<file path="config.mk">
export PLATFORM = sky130hd
export DESIGN_NAME = clint
export DESIGN_NICKNAME = d
export VERILOG_FILES = /design/src/rtl/clint.sv
export SDC_FILE = /design/constraint.sdc
export NUM_CORES = 1
export LEC_CHECK = 0
export CORE_MARGIN = 2
export CORE_UTILIZATION = 30
export CTS_BUF_LIST = sky130_fd_sc_hd__clkbuf_4
export CTS_CLUSTER_SIZE = 24
export DETAILED_ROUTE_END_ITERATION = 8
export PLACE_DENSITY = 0.44
export SETUP_SLACK_MARGIN = 0.15
export SYNTH_ARGS = -nofsm -noshare
export SYNTH_HDL_FRONTEND = slang
export SYNTH_SLANG_ARGS = --single-unit
</file>
<file path="constraint.sdc">
create_clock -name clk_i -period 8.3 [get_ports clk_i]
set_input_delay 1.66 -clock clk_i [delete_from_list [all_inputs] [get_ports clk_i]]
set_output_delay 1.66 -clock clk_i [all_outputs]
set_load 0.03 [all_outputs]
</file>
<file path="src/rtl/clint.sv">
// Core-local interruptor: msip, mtime and mtimecmp behind a Wishbone classic slave.
// Drives the hart's machine timer and software interrupt lines from registered state.
module clint #(
    parameter int unsigned TICK_DIV   = 1,
    parameter int unsigned ADDR_WIDTH = 16
) (
    input  logic        clk_i,
    input  logic        rst_i,
    input  logic        wbs_cyc_i,
    input  logic        wbs_stb_i,
    input  logic        wbs_we_i,
    input  logic [3:0]  wbs_sel_i,
    input  logic [31:0] wbs_addr_i,
    input  logic [31:0] wbs_dat_i,
    output logic [31:0] wbs_dat_o,
    output logic        wbs_ack_o,
    output logic        wbs_err_o,
    output logic        xint_mtip_o,
    output logic        xint_msip_o
);

    localparam logic [15:0] DIV_LAST = 16'(TICK_DIV - 1);

    localparam logic [ADDR_WIDTH-1:0] OFF_MSIP   = ADDR_WIDTH'(16'h0000);
    localparam logic [ADDR_WIDTH-1:0] OFF_CMP_LO = ADDR_WIDTH'(16'h4000);
    localparam logic [ADDR_WIDTH-1:0] OFF_CMP_HI = ADDR_WIDTH'(16'h4004);
    localparam logic [ADDR_WIDTH-1:0] OFF_MT_LO  = ADDR_WIDTH'(16'hBFF8);
    localparam logic [ADDR_WIDTH-1:0] OFF_MT_HI  = ADDR_WIDTH'(16'hBFFC);

    logic [15:0] presc;
    logic [63:0] mtime;
    logic [63:0] mtimecmp;
    logic        msip;

    logic [63:0] mtime_nxt;
    logic [31:0] rdata;
    logic        tick;
    logic        req;
    logic        wr;
    logic        mapped;
    logic        hit_msip;
    logic        hit_cmp_lo;
    logic        hit_cmp_hi;
    logic        hit_mt_lo;
    logic        hit_mt_hi;
    logic [ADDR_WIDTH-1:2] woff;
    logic        unused_addr;

    assign unused_addr = ^{wbs_addr_i[31:ADDR_WIDTH], wbs_addr_i[1:0]};

    function automatic logic [31:0] merge(
        input logic [31:0] old,
        input logic [31:0] dat,
        input logic [3:0]  sel
    );
        logic [31:0] res;
        res = old;
        for (int b = 0; b < 4; b++) begin
            if (sel[b]) res[b*8 +: 8] = dat[b*8 +: 8];
        end
        return res;
    endfunction

    assign woff       = wbs_addr_i[ADDR_WIDTH-1:2];
    assign hit_msip   = (woff == OFF_MSIP[ADDR_WIDTH-1:2]);
    assign hit_cmp_lo = (woff == OFF_CMP_LO[ADDR_WIDTH-1:2]);
    assign hit_cmp_hi = (woff == OFF_CMP_HI[ADDR_WIDTH-1:2]);
    assign hit_mt_lo  = (woff == OFF_MT_LO[ADDR_WIDTH-1:2]);
    assign hit_mt_hi  = (woff == OFF_MT_HI[ADDR_WIDTH-1:2]);
    assign mapped     = hit_msip | hit_cmp_lo | hit_cmp_hi
                      | hit_mt_lo | hit_mt_hi;

    assign req  = wbs_cyc_i & wbs_stb_i & ~wbs_ack_o & ~wbs_err_o;
    assign wr   = req & wbs_we_i & mapped;
    assign tick = (presc == DIV_LAST);

    // A software write to either word suppresses the whole 64-bit tick.
    always_comb begin
        mtime_nxt = tick ? mtime + 64'd1 : mtime;
        if (wr & hit_mt_lo)
            mtime_nxt = {mtime[63:32], merge(mtime[31:0], wbs_dat_i, wbs_sel_i)};
        if (wr & hit_mt_hi)
            mtime_nxt = {merge(mtime[63:32], wbs_dat_i, wbs_sel_i), mtime[31:0]};
    end

    always_comb begin
        rdata = 32'd0;
        unique case (1'b1)
            hit_msip:   rdata = {31'd0, msip};
            hit_cmp_lo: rdata = mtimecmp[31:0];
            hit_cmp_hi: rdata = mtimecmp[63:32];
            hit_mt_lo:  rdata = mtime[31:0];
            hit_mt_hi:  rdata = mtime[63:32];
            default:    rdata = 32'd0;
        endcase
    end

    always_ff @(posedge clk_i or posedge rst_i) begin
        if (rst_i) begin
            presc       <= '0;
            mtime       <= '0;
            mtimecmp    <= '1;
            msip        <= 1'b0;
            wbs_dat_o   <= '0;
            wbs_ack_o   <= 1'b0;
            wbs_err_o   <= 1'b0;
            xint_mtip_o <= 1'b0;
            xint_msip_o <= 1'b0;
        end else begin
            presc <= tick ? 16'd0 : presc + 16'd1;
            mtime <= mtime_nxt;
            if (wr & hit_cmp_lo)
                mtimecmp[31:0] <= merge(mtimecmp[31:0], wbs_dat_i, wbs_sel_i);
            if (wr & hit_cmp_hi)
                mtimecmp[63:32] <= merge(mtimecmp[63:32], wbs_dat_i, wbs_sel_i);
            if (wr & hit_msip & wbs_sel_i[0])
                msip <= wbs_dat_i[0];
            wbs_ack_o <= req & mapped;
            wbs_err_o <= req & ~mapped;
            if (req & ~wbs_we_i)
                wbs_dat_o <= rdata;
            xint_mtip_o <= (mtime >= mtimecmp);
            xint_msip_o <= msip;
        end
    end

endmodule
</file>
==> metrics.md <==
| Metric | Value |
|---|---|
| Syn_nets | `1,336` |
| Later-pin clock latency in the skew report | `640 ps` |
| Most common cell after layout, fill and taps aside | `a21oi_1` |
| Post-synth top area share | `0.259` |
| Final nets | `1,398` |
| Least-Margin Pin Slew | `1140 ps` |
| Startpoint types | `input pin` |
| R2R setup slack | `5280 ps` |
| Pwr dens | `137 mW/mm²` |
| Max-slew violation count | `0` |
| Final hold vios | `0` |
| Status | `finished clean` |
| Core area | `0.0373 mm²` |
| RSZ-0062 raised after global routing | `false` |
| GR met2 Demand/Resource | `0.309` |
| Ys flop type | `dfrtp_1` |
| CP Data Arrival Time | `4580 ps` |
| Achievable Freq | `249 MHz` |
| Most frequent cells in the layout | `a21oi_1 (132), dfrtp_1 (117), mux2_2 (94), clkdlybuf4s50_1 (89), nand2_1 (86)` |
| Cts repair resizes | `0` |
| Seq/Total Area, Yosys | `0.409` |
| R2r endpoint | `mtime[55]` |
| Die height | `198 µm` |
| HPWL after detailed placement | `26,100 µm` |
| Die width | `198 µm` |
| Worst rel slew slack | `0.243` |
| Vias post-DR | `9,724` |
| Setup TNS | `0 ps` |
| Count of cell types in the netlist | `67` |
| Tmin final | `4020 ps` |
| Clock sink total | `181` |
| Share of layout cells above drive strength 1 | `0.181` |
| CP Cell Sequence | `clkdlybuf4s50_1, nor4bb_1, nand2_1, nor4_2, nand2_1, mux2_2` |
| Top delay family on crit path | `simple AND/OR/NAND/NOR gates` |
| # setup viols final | `0` |
| HP Start | `msip` |
| Detailed Route Iter0 Violations | `741` |
| Met1 Use GR | `0.276` |
| FF/Latch Area | `0.00461 mm²` |
| CTS tree | `built` |
| CTS root buf | `clkbuf_4` |
| GRT Max-Usage Layer | `met2` |
| CTS clk-pin slew, worst paths | `170 ps` |
| CP Capture Type | `flip-flop` |
| Maxcap violations | `0` |
| Number of synthesized flops with an enable pin | `0` |
| Tcrit/Tclk final | `0.484` |
| Final Skew | `25.7 ps` |
| CP max stage delay | `820 ps` |
| Area of the multi-input gates | `0.00613 mm²` |
| Drt wl/cell | `21.2 µm` |
| Pin count of the biggest net entering global routing | `118` |
| Drt first pass iters | `6` |
| Total length of routed wires | `36,900 µm` |
| Peak supply drop | `82.8 µV` |
| Global route overflow | `0` |
| Post-CTS Setup Repair Bufs | `0` |
| Fillers | `3,891` |
| Leakage | `0.00519 µW` |
| Synth area leaders | `dfrtp_1 (26%), dfstp_2 (15%), mux2_2 (9.4%)` |
| # rows | `71` |
| Required @ worst endpoint | `8860 ps` |
| Endpoint, Worst Hold | `xint_msip_o` |
| Vias in the first global route | `9,797` |
| Core Util, Final | `0.348` |
| Ports | `109` |
| Maximum root-to-sink buffer count | `2` |
| CP max FO | `8` |
| Total CTS buffers | `17` |
| GRT Total Usage | `0.195` |
| DP Worst Slack | `3660 ps` |
| Worst Setup Slack, final | `4280 ps` |
| Die area | `0.0392 mm²` |
| Synthesized cell area | `0.0113 mm²` |
| DRC | `0` |
| M3 GR Usage | `0.0271` |
| Hold Path Cell Cnt | `0` |
| Hold Crit Class | `flip-flop to flip-flop` |
| H-tree depth | `4` |
| Placer Congestion | `0.806` |
| Hold Buf Count CTS | `0` |
| Most used cell, CP | `nand2_1` |
| Avg Cell Area, Syn | `9.43 µm²` |
| Ys async rst share | `1.00` |
| Combinational share of power | `0.153` |
| First-pass GRT wire length | `58,300 µm` |
| R2r startpoint | `mtime[18]` |
| Area grow syn2layout | `15.0%` |
| Clock power frac | `0.310` |
| Crit path buf inv count | `1` |
| Starting Density | `0.302` |
| Switching power | `557 µW` |
| Sw frac | `0.312` |
| DRT antenna net count | `0` |
| Pint | `1230 µW` |
| Flop pwr share | `0.538` |
| Buffers on Ports | `90` |
| R2R depth | `6` |
| Post-Synthesis Cells | `1,196` |
| Initial antenna violation count | `3` |
| Number of synthesized register bits | `181` |
| Number of vias per cell | `5.57` |
| CP max stage cell | `nor4_2` |
| Ys Warns | `0` |
| Crit Path Category | `input pin to flip-flop` |
| Area leader, netlist | `dfrtp_1` |
logic make-up (layout without fill, tap and decap cells):
| logic type | after synthesis | count (layout) | share of synthesized area |
|---|---|---|---|
| AO/OA/AOI/OAI | 353 | 353 | 0.204 |
| XOR/XNOR | 14 | 14 | 0.0109 |
| adder cells (fa/ha/maj) | 67 | 67 | 0.0743 |
| buffers and inverters | 147 | 222 | 0.0518 |
| flip-flops | 181 | 181 | 0.409 |
| multiplexers | 95 | 95 | 0.0947 |
| other | 0 | 1 | 0 |
| AND/OR/NAND/NOR | 339 | 339 | 0.156 |
layer usage:
metal / wire length (µm) / vias up
met1: 18500 / 4864
met2: 16700 / 204
met4: 537 / 0
met3: 1210 / 27
met5: 0 / -
li1: - / 4629
power by group through the flow:
stage / combinational (µW) / sequential (µW) / clock (µW)
2_1_floorplan: 86.5 / 1030 / 0
3_3_place_gp: 275 / 973 / 0
3_5_place_dp: 275 / 973 / 0
4_1_cts: 277 / 959 / 586
5_1_grt: 298 / 965 / 610
6_report: 272 / 958 / 552
layout make-up:
cell class / count / area share
multi-input cells: 868 / 0.472
clock buffers: 18 / 0.0104
diodes: 1 / 0.000193
inverters: 83 / 0.0246
repair buffers: 107 / 0.0788
well taps: 474 / 0.0457
flip-flops and latches: 181 / 0.355
clock inverters: 14 / 0.0127
state kept, by name, indices dropped and copies added (netlist names):
register     count
mtime           64
mtimecmp        64
wbs_dat_o       32
presc           16
msip             1
wbs_ack_o        1
wbs_err_o        1
xint_msip_o      1
xint_mtip_o      1
worst max path at each step:
stage / slack [ps] / end / start / cells after the start
3_3_place_gp: 3650 / mtimecmp[30] / wbs_stb_i / 6
3_5_place_dp: 3660 / mtimecmp[27] / wbs_stb_i / 6
5_1_grt: 4090 / mtimecmp[13] / wbs_stb_i / 6
4_1_cts: 4370 / mtimecmp[31] / wbs_stb_i / 6
6_report: 4280 / mtimecmp[31] / wbs_stb_i / 6
2_1_floorplan: 1830 / msip / rst_i / 1
synthesized netlist by cell type, drive strengths merged, types with 8 or more instances:
cell type  number
o22ai           8
inv            83
a21oi         132
dfrtp         117
and4           10
dfstp          64
a21o           20
clkbuf         44
nand4          41
xnor2          13
mux2           94
nand3          48
nand2          86
o22a            8
nor3           23
ha             67
and3           14
nor4           19
buf            20
a222oi         32
nor2           72
o21ai          59
a31oi          17
a2bb2oi         8
per-stage QoR:
step                hold slack (ps)  power, µW  cell area [µm²]  cells
finish                          427       1780            13000   1746
global route                    441       1870            13000   1746
CTS                             433       1820            13000   1745
detailed placement              395       1250            12700   1713
global placement                396       1250            12700   1713
floorplan                       365       1110            11300   1196
No activity file was read; power rests on OpenSTA's default activity.
